==> src/rtl/fft_pkg.sv <==
// Shared constants, state encoding and bit-reverse helper for the FFT sequencer.
package fft_pkg;

    localparam int unsigned FFT_LOG2N    = 6;
    localparam int unsigned FFT_N        = 1 << FFT_LOG2N;
    localparam int unsigned FFT_PIPE_LAT = 2;
    localparam int unsigned FFT_AW       = FFT_LOG2N;
    localparam int unsigned FFT_TW       = FFT_LOG2N - 1;
    localparam int unsigned FFT_SW       = 3;

    typedef enum logic [2:0] {
        ST_IDLE,
        ST_LOAD,
        ST_CALC,
        ST_DRAIN,
        ST_UNLOAD,
        ST_FIN
    } fft_state_e;

    // Reverses the low w bits of x (w <= 8); bits at and above w are returned as zero.
    function automatic logic [7:0] bitrev(input logic [7:0] x, input int unsigned w);
        logic [7:0] r;
        r = '0;
        for (int unsigned k = 0; k < 8; k++) begin
            if (k < w) r[3'(k)] = x[3'(w - 1 - k)];
        end
        return r;
    endfunction

endpackage

==> src/rtl/fft_bf_addr_gen.sv <==
// Combinational butterfly address map: (stage m, group i, offset j) -> (top, bot, twiddle).
module fft_bf_addr_gen
    import fft_pkg::*;
#(
    parameter int unsigned LOG2N = FFT_LOG2N
) (
    input  logic [2:0]       m,
    input  logic [LOG2N-2:0] i,
    input  logic [LOG2N-2:0] j,
    output logic [LOG2N-1:0] top,
    output logic [LOG2N-1:0] bot,
    output logic [LOG2N-2:0] tw
);

    logic [LOG2N-1:0] half;

    // j < half and i is shifted past it, so OR composes i*2*half + j without a carry chain.
    always_comb begin
        half = {{(LOG2N-1){1'b0}}, 1'b1} << m;
        top  = ({1'b0, i} << ({1'b0, m} + 4'd1)) | {1'b0, j};
        bot  = top + half;
        tw   = j << (3'(LOG2N - 1) - m);
    end

endmodule

==> src/rtl/fft_seq_ctrl.sv <==
// Radix-2 DIT ping-pong FFT sequencer: load, LOG2N stages with drain, unload.
// FFT_SEQ_BITREV_EN: when defined, ld_addr is the bit-reverse of the load counter.
module fft_seq_ctrl
    import fft_pkg::*;
#(
    parameter int unsigned LOG2N    = FFT_LOG2N,
    parameter int unsigned PIPE_LAT = FFT_PIPE_LAT
) (
    input  logic             clk,
    input  logic             rst_n,
    input  logic             start,
    output logic             busy,
    input  logic             in_valid,
    output logic             ld_we,
    output logic [LOG2N-1:0] ld_addr,
    output logic             bf_valid,
    input  logic             bf_ready,
    output logic [LOG2N-1:0] bf_top,
    output logic [LOG2N-1:0] bf_bot,
    output logic [LOG2N-2:0] bf_tw,
    output logic [2:0]       bf_stage,
    output logic             bf_rd_bank,
    output logic             out_valid,
    input  logic             out_ready,
    output logic [LOG2N-1:0] out_addr,
    output logic             out_bank,
    output logic             out_last,
    output logic             done
);

    localparam int unsigned HW = LOG2N - 1;
    localparam int unsigned DW = (PIPE_LAT > 1) ? $clog2(PIPE_LAT) : 1;

    localparam logic [LOG2N-1:0] C_LAST = {LOG2N{1'b1}};
    localparam logic [2:0]       M_LAST = 3'(LOG2N - 1);
    localparam logic [DW-1:0]    D_LAST = DW'(PIPE_LAT - 1);
    localparam logic [HW-1:0]    ONE_H  = {{(HW-1){1'b0}}, 1'b1};

    fft_state_e       state_q, state_d;
    logic [LOG2N-1:0] c_q, c_d;
    logic [2:0]       m_q, m_d;
    logic [HW-1:0]    i_q, i_d;
    logic [HW-1:0]    j_q, j_d;
    logic [DW-1:0]    dcnt_q, dcnt_d;
    logic             busy_q, busy_d;
    logic             bf_valid_q, bf_valid_d;
    logic             out_valid_q, out_valid_d;
    logic             out_last_q, out_last_d;
    logic             done_q, done_d;

    logic [HW-1:0]    j_last;
    logic [HW-1:0]    i_last;

    // half-1 and N/(2*half)-1; at the top stage the shift overflows to 0 and the subtract wraps to all-ones.
    always_comb begin
        j_last = (ONE_H << m_q) - ONE_H;
        i_last = {HW{1'b1}} >> m_q;
    end

    always_comb begin
        state_d = state_q;
        c_d     = c_q;
        m_d     = m_q;
        i_d     = i_q;
        j_d     = j_q;
        dcnt_d  = dcnt_q;
        case (state_q)
            ST_IDLE: begin
                if (start) begin
                    state_d = ST_LOAD;
                    c_d     = '0;
                    m_d     = '0;
                    i_d     = '0;
                    j_d     = '0;
                end
            end
            ST_LOAD: begin
                if (in_valid) begin
                    if (c_q == C_LAST) begin
                        c_d     = '0;
                        state_d = ST_CALC;
                    end else begin
                        c_d = c_q + LOG2N'(1);
                    end
                end
            end
            ST_CALC: begin
                if (bf_ready) begin
                    if (j_q == j_last) begin
                        j_d = '0;
                        if (i_q == i_last) begin
                            i_d     = '0;
                            dcnt_d  = '0;
                            state_d = ST_DRAIN;
                        end else begin
                            i_d = i_q + ONE_H;
                        end
                    end else begin
                        j_d = j_q + ONE_H;
                    end
                end
            end
            ST_DRAIN: begin
                if (dcnt_q == D_LAST) begin
                    dcnt_d = '0;
                    if (m_q == M_LAST) begin
                        c_d     = '0;
                        state_d = ST_UNLOAD;
                    end else begin
                        m_d     = m_q + 3'd1;
                        state_d = ST_CALC;
                    end
                end else begin
                    dcnt_d = dcnt_q + DW'(1);
                end
            end
            ST_UNLOAD: begin
                if (out_ready) begin
                    if (c_q == C_LAST) begin
                        c_d     = '0;
                        state_d = ST_FIN;
                    end else begin
                        c_d = c_q + LOG2N'(1);
                    end
                end
            end
            ST_FIN:  state_d = ST_IDLE;
            default: state_d = ST_IDLE;
        endcase

        busy_d      = (state_d != ST_IDLE);
        bf_valid_d  = (state_d == ST_CALC);
        out_valid_d = (state_d == ST_UNLOAD);
        out_last_d  = (state_d == ST_UNLOAD) && (c_d == C_LAST);
        done_d      = (state_d == ST_FIN);
    end

    always_ff @(posedge clk or negedge rst_n) begin
        if (!rst_n) begin
            state_q     <= ST_IDLE;
            c_q         <= '0;
            m_q         <= '0;
            i_q         <= '0;
            j_q         <= '0;
            dcnt_q      <= '0;
            busy_q      <= 1'b0;
            bf_valid_q  <= 1'b0;
            out_valid_q <= 1'b0;
            out_last_q  <= 1'b0;
            done_q      <= 1'b0;
        end else begin
            state_q     <= state_d;
            c_q         <= c_d;
            m_q         <= m_d;
            i_q         <= i_d;
            j_q         <= j_d;
            dcnt_q      <= dcnt_d;
            busy_q      <= busy_d;
            bf_valid_q  <= bf_valid_d;
            out_valid_q <= out_valid_d;
            out_last_q  <= out_last_d;
            done_q      <= done_d;
        end
    end

    fft_bf_addr_gen #(
        .LOG2N(LOG2N)
    ) u_addr_gen (
        .m   (m_q),
        .i   (i_q),
        .j   (j_q),
        .top (bf_top),
        .bot (bf_bot),
        .tw  (bf_tw)
    );

    assign busy       = busy_q;
    assign ld_we      = in_valid & (state_q == ST_LOAD);
`ifdef FFT_SEQ_BITREV_EN
    assign ld_addr    = LOG2N'(bitrev(8'(c_q), LOG2N));
`else
    assign ld_addr    = c_q;
`endif
    assign bf_valid   = bf_valid_q;
    assign bf_stage   = m_q;
    assign bf_rd_bank = m_q[0];
    assign out_valid  = out_valid_q;
    assign out_addr   = c_q;
    assign out_bank   = ((LOG2N % 2) == 1);
    assign out_last   = out_last_q;
    assign done       = done_q;

endmodule

==> config.mk <==
export PLATFORM = sky130hd
export DESIGN_NAME = fft_seq_ctrl
export DESIGN_NICKNAME = d
export VERILOG_FILES = /design/src/rtl/fft_pkg.sv /design/src/rtl/fft_bf_addr_gen.sv /design/src/rtl/fft_seq_ctrl.sv
export SDC_FILE = /design/constraint.sdc
export NUM_CORES = 1
export LEC_CHECK = 0
export ABC_AREA = 1
export BUFFER_PORTS_ARGS = -buffer_cell sky130_fd_sc_hd__buf_4
export CAP_MARGIN = 10
export CORE_AREA = 2 2 73 75
export CTS_CLUSTER_DIAMETER = 60
export CTS_CLUSTER_SIZE = 12
export DETAILED_ROUTE_END_ITERATION = 7
export DIE_AREA = 0 0 75 77
export PLACE_DENSITY = 0.8
export SYNTH_ARGS = -nofsm -noshare
export SYNTH_HDL_FRONTEND = slang
export SYNTH_SLANG_ARGS = --single-unit
==> constraint.sdc <==
create_clock -name clk -period 3 [get_ports clk]
set_input_delay 0.6 -clock clk [delete_from_list [all_inputs] [get_ports clk]]
set_output_delay 0.6 -clock clk [all_outputs]
set_load 0.02 [all_outputs]
## Yosys cells after proc, flatten, opt, wreduce, memory -nomap -nowiden

Index checks and enable logic that the tools add are counted.

- Shifts and indexed selects: 5
- Bitwise logic cells: 2
- Equality and inequality tests: 18
- Reductions and logical operators: 10
- Mux-type cells: 35
- $add $sub $neg: 9

Operators with widths:

| kind | count |
|---|---|
| $mux 3 | 13 |
| $mux 6 | 6 |
| $mux 5 | 6 |
| $pmux 6 s4 | 1 |
| $pmux 5 s2 | 2 |
| $pmux 3 s5 | 1 |
| $eq 3x3->1 const B | 4 |
| $eq 6x6->1 const B | 2 |
| $ne 2x2->1 const B | 6 |
| $reduce_and 4->1 | 3 |
| $add 5x1->5 const B | 2 |
| $eq 5x5->1 | 2 |
| $eq 3x2->1 const B | 3 |
| $add 6x1->6 const B | 1 |
| $add 6x6->6 | 1 |
| $or 6x5->6 | 1 |
| $pmux 3 s2 | 1 |
| $reduce_bool 2->1 | 3 |
| $shl 1x3->6 const A | 1 |
| $shl 5x4->6 | 1 |
| $shl 1x3->5 const A | 1 |
| $shl 5x3->5 | 1 |
| $shr 5x3->5 const A | 1 |
| $sub 5x1->5 const B | 1 |
| other kinds (12) | 15 |

- Word-level logic and storage cells: 90
- Bits in registers: 28

## Depth between registers and ports, before layout

Gate-level depths: netlist of the first run.

- Depth after elaboration: 8
- Mapped depth: 14
- Mapped depth without buffers: 13

## Hierarchy

From an unflattened synthesis of the first run, not the netlist that was laid out.

- Cell total of the unflattened synthesis: 368
- Area, all modules: 2,588.7 µm²

Modules (own cells, without submodules):

| module | area an instance (µm²) | times used | cells each |
|---|---|---|---|
| fft_seq_ctrl | 1,938.1 | 1 | 259 |
| fft_bf_addr_gen | 650.6 | 1 | 109 |

## Least setup slack after synthesis of the first run

OpenSTA, ideal clock, no wires.

- Kind: reg2out
- Start: register m_q[1], in the netlist bf_stage[1]
- End: output bf_bot[5]
- Arrival: 3,196 ps
- Buffers on the path: 0
- Path slack: -796 ps
- Stages on the path, launching flop included: 14
- Required time: 2,400 ps
- Path through: dfrtp_1 ha_1 inv_1 ha_1 nor2_1 inv_1 o21ai_0 ha_1 nand3_1 nand2_1 a21oi_1 inv_1 a21oi_1 xor2_1

- Longest elaborated chain between the ends: 4
- Elaborated cells between the ends (all ways): 5
- Those cells by class: add/sub: 2; shift: 2; bitwise: 1

RTL lines:

| item | RTL line | text |
|---|---|---|
| from (decl) | fft_seq_ctrl.sv:41 | `logic [2:0] m_q, m_d;` |
| from (signal assigned) | fft_seq_ctrl.sv:154 | `m_q <= m_d;` |
| $add 3x1->4 | fft_bf_addr_gen.sv:20 | `top = ({1'b0, i} << ({1'b0, m} + 4'd1)) \| {1'b0, j};` |
| $shl 5x4->6 | fft_bf_addr_gen.sv:20 |  |
| $or 6x5->6 | fft_bf_addr_gen.sv:20 |  |
| named net bf_top[1] | fft_seq_ctrl.sv:18 | `output logic [LOG2N-1:0] bf_top,` |
| $add 6x6->6 | fft_bf_addr_gen.sv:21 | `bot = top + half;` |
| to (decl) | fft_seq_ctrl.sv:19 | `output logic [LOG2N-1:0] bf_bot,` |

The timed path passes the listed nets, and every way through them passes these cells.

## Worst setup path after layout of the first run

- Start: register m_q[0], in the netlist bf_stage[0]
- End: output bf_top[2]

- Longest elaborated chain between the ends: 3

RTL lines:

| item | RTL line |
|---|---|
| $add 3x1->4 | fft_bf_addr_gen.sv:20 |
| $shl 5x4->6 | fft_bf_addr_gen.sv:20 |
| $or 6x5->6 | fft_bf_addr_gen.sv:20 |
| to (decl) | fft_seq_ctrl.sv:18 |

No other way between the ends.

==> flow_summary_export.csv, run 1 <==
group,metric,value,unit
run_status,outcome,"finished with violations",
run_status,violations,"negative setup slack",
sta,max_freq,311.6,MHz
routing,drc,0,
global_routing,grt_start_max_net_pins,29,
synthesis,synth_seq_cells,28,
synthesis,async_reset_ff_frac,1.000,
clock_network,clockBufferDepth,2,
die,fp.coreArea,4977,um^2
sta,setup_tns,-0.3574,ns
synthesis,mappedNetlistNets,376,
synthesis,synth_area_per_cell,6.971,um^2
clock_network,cts_tree,"yes",
final_layout,final_cells,479,
clock_network,numCtsBuffers,3,
setup_path,crit_path_start_kind,"register",
flow_run,maxCapViolCount,0,
routing,drtIter0Drc,128,
clock_network,clk_latency,0.28,ns
global_routing,grt_overflow,0,
placement,dp_slack,0.03925,ns
placement,dp_hpwl,4639,um
synthesis,ys_seq_area_frac,0.2872,
final_layout,n_antenna_cell,0,
synthesis,ys_dominant_reg_cell,"dfrtp_1",
clock_network,path_clk_slew,0.10,ns
sta,grt_setup_unrepaired,"true",
sta,finalSetupViolations,3,
placement,dp.cells,459,
final_layout,fin_nets,436,
synthesis,synth_cells,350,
pwr,p_leak,1.667,nW
synthesis,yosysUniqueCellTypes,36,
setup_path,crit_arrival,2.61,ns
setup_path,worstSetupPathType,"register to primary output",
clock_network,htreeDepth,1,
routing,routed_wl,6092,um
routing,via_count,2429,
die,dieArea,5775,um^2
die,rows,26,
sta,setup_ws,-0.2091,ns
global_routing,grt_pass1_vias,2289,
setup_path,crit_path_end_kind,"primary output",
sta,slew_violations,0,
final_layout,drive_gt1_frac,0.2910,
die,die_x,75,um
routing,routed_via_density,5.071,
routing,drtPass1Iterations,4,
hold_path,hp-class,"primary input to asynchronous set/reset pin",
clock_network,cts.sinks,28,
die,die_y,77,um
global_routing,grt_pass1_wl,9942,um
synthesis,synth_top_area_share,0.2872,
die,initial_core_util,0.4902,
global_routing,grt_usage,0.2179,
placement,globalplace.congestion,0.9126,
setup_path,cp.required,2.40,ns
final_layout,area_growth,28.97,%
sta,hold_violations,0,
synthesis,netlist_area,2440,um^2
global_routing,antenna_found_initial,0,
sta,period_needed,3.209,ns
synthesis,synth-edff-count,0,
routing,wl_per_cell,12.72,um
clock_network,root_buffer,"clkbuf_8",
setup_path,reg2reg_from,"bf_stage[1]",
synthesis,synth_area_leader_cell,"dfrtp_1",
sta,fin_crit_sh,1.070,
die,ios,46,
setup_path,crit_path_start,"bf_stage[0]",
pwr,ir_worst_vdd,0.3415,mV
setup_path,cp_max_fo,6,
final_layout,fillers,456,
placement,io_buffers,44,
routing,detail-route-antenna-nets,0,
pwr,power_density,405.0,nW/um^2
synthesis,yosysWarnings,0,
synthesis,synth.area.top_cells,"dfrtp_1 (29%), nand2_1 (14%), ha_1 (9.7%)",
sta,skew,0.004702,ns
worst max-delay path: stages, from the launching register on:
cell and delay (ns):
dfrtp_2 0.46, buf_6 0.14, inv_4 0.06, ha_4 0.21, o211ai_1 0.22, nand2_2 0.12, buf_4 0.15, buf_4 0.12
buf_4 0.12, buf_4 0.12, buf_4 0.12, buf_4 0.12, buf_4 0.12, buf_4 0.12, buf_6 0.12
cell usage in the layout, fill, tap and decap left out, drive strengths merged:
cell type  netlist  routed
nand2          101     101
buf             12      69
inv             48      48
nor2            38      38
nand3           28      28
dfrtp           28      28
o21ai           20      20
ha              19      19
a21oi           15      15
xor2            13      13
xnor2            6       6
nand4            5       5
o22ai            3       3
clkbuf           2       3
o211ai           2       2
or3              1       1
o221ai           1       1
o21bai           1       1
nor3             1       1
a21boi           1       1
a31oi            1       1
o211a            1       1
or2              1       1
fa               1       1
conb             1       1
bufinv           0       1
cell usage after synthesis, drive strengths merged (2+ instances only):
library cell / number
nand2: 101
inv: 48
nor2: 38
dfrtp: 28
nand3: 28
o21ai: 20
ha: 19
a21oi: 15
xor2: 13
buf: 12
xnor2: 6
nand4: 5
o22ai: 3
clkbuf: 2
o211ai: 2
sequential cells by signal (all words and copies together) (netlist names):
signal,count
dcnt_q,1
bf_stage,3
busy,1
bf_valid,1
ld_addr,6
out_last,1
done,1
i_q,5
out_valid,1
state_q,3
j_q,5
metal layers:
layer | up-vias | share of wire | GRT usage
met2 | 72 | 0.52 | 0.3798
met5 | - | 0 | 0
li1 | 1222 | - | -
met4 | 0 | 0.010 | 0.06786
met3 | 7 | 0.054 | 0.02628
met1 | 1128 | 0.42 | 0.2735
power by group:
group	switching (mW)	internal, mW	total, mW	leakage [nW]
Clock	0.123	0.179	0.302	0.0357
Sequential	0.0529	0.412	0.465	0.342
Combinational	0.297	0.211	0.508	1.29
Total	0.472	0.802	1.27	1.67
final timing paths:
check | slack, ns | depth (start not counted) | to
setup / recovery | -0.21 | 14 | bf_top[2]
setup reg to reg | 0.62 | 13 | i_q[4]
min in group clk | 0.53 | 2 | dcnt_q
max in group asynchronous | 2.49 | 1 | bf_stage[1]
hold / removal | 0.22 | 1 | dcnt_q
hold reg to reg | 0.53 | 2 | dcnt_q
final cells by class:
class                           instances  area (um^2)  area share
Timing Repair Buffer                   69        533.0      0.1694
Tap cell                               70        87.58     0.02783
Inverter                               48        182.7     0.05805
Clock buffer                            3        41.29     0.01312
Clock inverter                          1        30.03    0.009543
Sequential cell                        28        704.4      0.2239
Multi-Input combinational cell        260         1568      0.4982
stage by stage:
step / instance area, um^2 / hold slack (ns) / utilization / total power, mW
2_1_floorplan: 2524 / 0.3044 / - / 0.8037
3_3_place_gp: 2909 / 0.4861 / 0.5845 / 0.9417
3_5_place_dp: 2909 / 0.5201 / 0.5845 / 0.9524
4_1_cts: 3126 / 0.2337 / 0.6280 / 1.278
5_1_grt: 3147 / 0.2415 / 0.6322 / 1.357
6_report: 3147 / 0.2237 / 0.6322 / 1.275
logic make-up (layout without fill, tap and decap cells):
logic type	count (synthesis)	in the layout	synth area share
simple gates	175	175	0.3169
buf+inv	62	121	0.1138
compound gates	45	45	0.1067
flops	28	28	0.2872
fa+ha+maj	20	20	0.1056
xor+xnor	19	19	0.06821
other cells	1	1	0.001537
timing repair:
action,4_1_cts,5_1_grt
hold buffers,0,0
pin swaps,11,6
gates resized for setup,11,4
buffers inserted,14,2
endpoints found under the setup margin,4,5
No activity file was read; power rests on OpenSTA's default activity.
==> inputs of run 2 (changes only) <==
--- a/config.mk
+++ b/config.mk
@@ -13,7 +13,7 @@
 export CTS_CLUSTER_SIZE = 12
 export DETAILED_ROUTE_END_ITERATION = 7
 export DIE_AREA = 0 0 75 77
-export PLACE_DENSITY = 0.8
+export PLACE_DENSITY = 0.77
 export SYNTH_ARGS = -nofsm -noshare
 export SYNTH_HDL_FRONTEND = slang
 export SYNTH_SLANG_ARGS = --single-unit
==> constraint.sdc (replaced) <==
create_clock -name clk -period 3.1 [get_ports clk]
set_input_delay 0.62 -clock clk [delete_from_list [all_inputs] [get_ports clk]]
set_output_delay 0.62 -clock clk [all_outputs]
set_load 0.02 [all_outputs]
==> run 2 against run 1 <==
Against the previous run:
- the run still ends with negative setup slack left
- clock skew rose by 0.0033 ns
- combinational power barely moved
- utilization rose by 0.15 points
- total power fell by 2.4%
- routed wire length rose by 0.11%
- global-route usage barely moved
- critical path depth did not move
- cell count fell by 1.3%
- critical path type unchanged
==> flow_summary_export.csv, run 2 (synthesis results as in run 1) <==
group,metric,value,unit
routing,detail-route-antenna-nets,0,
setup_path,worstSetupPathType,"register to primary output",
placement,globalplace.congestion,0.9354,
hold_path,hp-class,"primary input to asynchronous set/reset pin",
placement,dp_hpwl,4623,um
flow_run,maxCapViolCount,0,
run_status,violations,"negative setup slack",
routing,drtIter0Drc,113,
run_status,outcome,"finished with violations",
clock_network,cts_tree,"yes",
sta,setup_ws,-0.1032,ns
final_layout,final_common_cell,"nand2_1",
routing,wl_per_cell,12.89,um
setup_path,crit_top_cell,"ha_4",
sta,finalSetupViolations,2,
die,die_y,77,um
setup_path,cp.required,2.48,ns
global_routing,grt_pass1_vias,2169,
clock_network,htreeDepth,1,
global_routing,grt_overflow,0,
final_layout,area_growth,29.28,%
clock_network,path_clk_slew,0.10,ns
sta,slew_violations,0,
clock_network,clockBufferDepth,2,
sta,skew,0.007963,ns
setup_path,crit_path_end_kind,"primary output",
die,initial_core_util,0.4902,
final_layout,multiInputGateArea,1592,um^2
clock_network,root_buffer,"clkbuf_8",
final_layout,final_core_util,0.6337,
clock_network,clk_latency,0.28,ns
sta,max_freq,312.2,MHz
final_layout,fin_area,3154,um^2
placement,dp.cells,457,
setup_path,path_delay_family,"adder cells",
pwr,p_leak,1.655,nW
setup_path,crit_path_start_kind,"register",
routing,drtPass1Iterations,4,
die,dieArea,5775,um^2
global_routing,antenna_found_initial,0,
pwr,power.total,1.244,mW
final_layout,fin_nets,430,
clock_network,cts.sinks,28,
pwr,ir_worst_vdd,0.3285,mV
die,fp.coreArea,4977,um^2
sta,hold_violations,0,
die,die_x,75,um
final_layout,n_antenna_cell,0,
final_layout,largest_reg_flops,6,
setup_path,crit_path_max_incr_delay,0.46,ns
placement,dp_slack,0.07008,ns
setup_path,cp.buffers_inverters,3,
final_layout,layout_common_cells,"nand2_1 (90), buf_4 (60), inv_1 (37), nor2_1 (32), nand3_1 (27)",
sta,period_needed,3.203,ns
setup_path,crit_chain,"ha_4 > inv_2 > ha_4 > nor2_4 > o211ai_1 > nand2_2 > ha_4 > a21oi_4 > nand2_2 > a21oi_2 > inv_1 > a21oi_2 > xor2_2 > buf_4",
final_layout,final_cells,473,
clock_network,ctsHoldBuffers,0,
setup_path,cp_max_fo,3,
setup_path,crit_arrival,2.58,ns
sta,grt_setup_unrepaired,"true",
routing,routed_via_density,5.167,
setup_path,r2r_slack,0.77,ns
placement,place_area,2877,um^2
global_routing,grt_usage,0.2181,
routing,routed_wl,6099,um
global_routing,grt_pass1_wl,9970,um
placement,io_buffers,44,
die,rows,26,
final_layout,drive_gt1_frac,0.2928,
routing,drc,0,
sta,fin_crit_sh,1.033,
setup_path,cp_slowest_cell,"dfrtp_2",
global_routing,grt_start_max_net_pins,29,
final_layout,fillers,428,
pwr,power_density,394.4,nW/um^2
die,ios,46,
clock_network,numCtsBuffers,3,
routing,via_count,2444,
final_layout,seqCellArea,704.4,um^2
## run 2: cell count changes in the layout (fill, tap and decap cells not counted), moves of 2 or more
cell and change:
inv_2 +2, buf_4 -5, ha_1 -2, buf_6 -3, inv_1 -2
## run 2: worst paths after layout
kind                        startpoint           to  depth (start not counted)
min in group clk                dcnt_q       dcnt_q                          2
min                              rst_n       j_q[1]                          1
min reg2reg                     dcnt_q       dcnt_q                          2
max reg2reg                bf_stage[1]       i_q[2]                         14
max in group asynchronous        rst_n  bf_stage[1]                          1
max                        bf_stage[0]    bf_bot[5]                         14
## run 2: cell type report
class	instances	share of cell area
clock buffer	3	0.01309
clock inverter	1	0.009520
inverter	48	0.05871
multi-input combinational	260	0.5046
sequential	28	0.2233
tap	70	0.02777
timing repair buffer	63	0.1630
## run 2: per-stage QoR
step / setup TNS [ns] / hold slack [ns]
2_1_floorplan: 0 / 0.3244
6_report: -0.1090 / 0.2430
4_1_cts: -0.1250 / 0.2547
3_5_place_dp: 0 / 0.5078
3_3_place_gp: 0 / 0.4866
5_1_grt: -0.4353 / 0.2626
## run 2: per-layer routing
| metal | vias up | wire, um | track usage |
|---|---|---|---|
| met5 | - | 0 | 0 |
| met4 | 0 | 83 | 0.07143 |
| met3 | 9 | 241 | 0.03022 |
| met2 | 64 | 3180 | 0.3746 |
| met1 | 1159 | 2593 | 0.2747 |
| li1 | 1212 | - | - |
## run 2: power breakdown
group	switching [mW]	internal [mW]	total (mW)
Clock	0.113	0.173	0.286
Combinational	0.292	0.215	0.507
Sequential	0.0518	0.399	0.451
## run 2: worst register-to-register path, delay by kind of cell, from the launching register on
family | cells | cell delay (ns)
adder cells (fa/ha/maj) | 1 | 0.24
AND/OR/NAND/NOR | 9 | 1.04
buffers and inverters | 3 | 0.34
flip-flops | 1 | 0.44
XOR/XNOR | 1 | 0.15
## run 2: what timing repair did
action                                  4_1_cts  5_1_grt
pin swaps                                    11        8
buffers inserted                              8        3
gates cloned                                  1        0
endpoints found under the setup margin        2        3
gates resized for setup                      16        8
hold endpoints to repair                      0        0
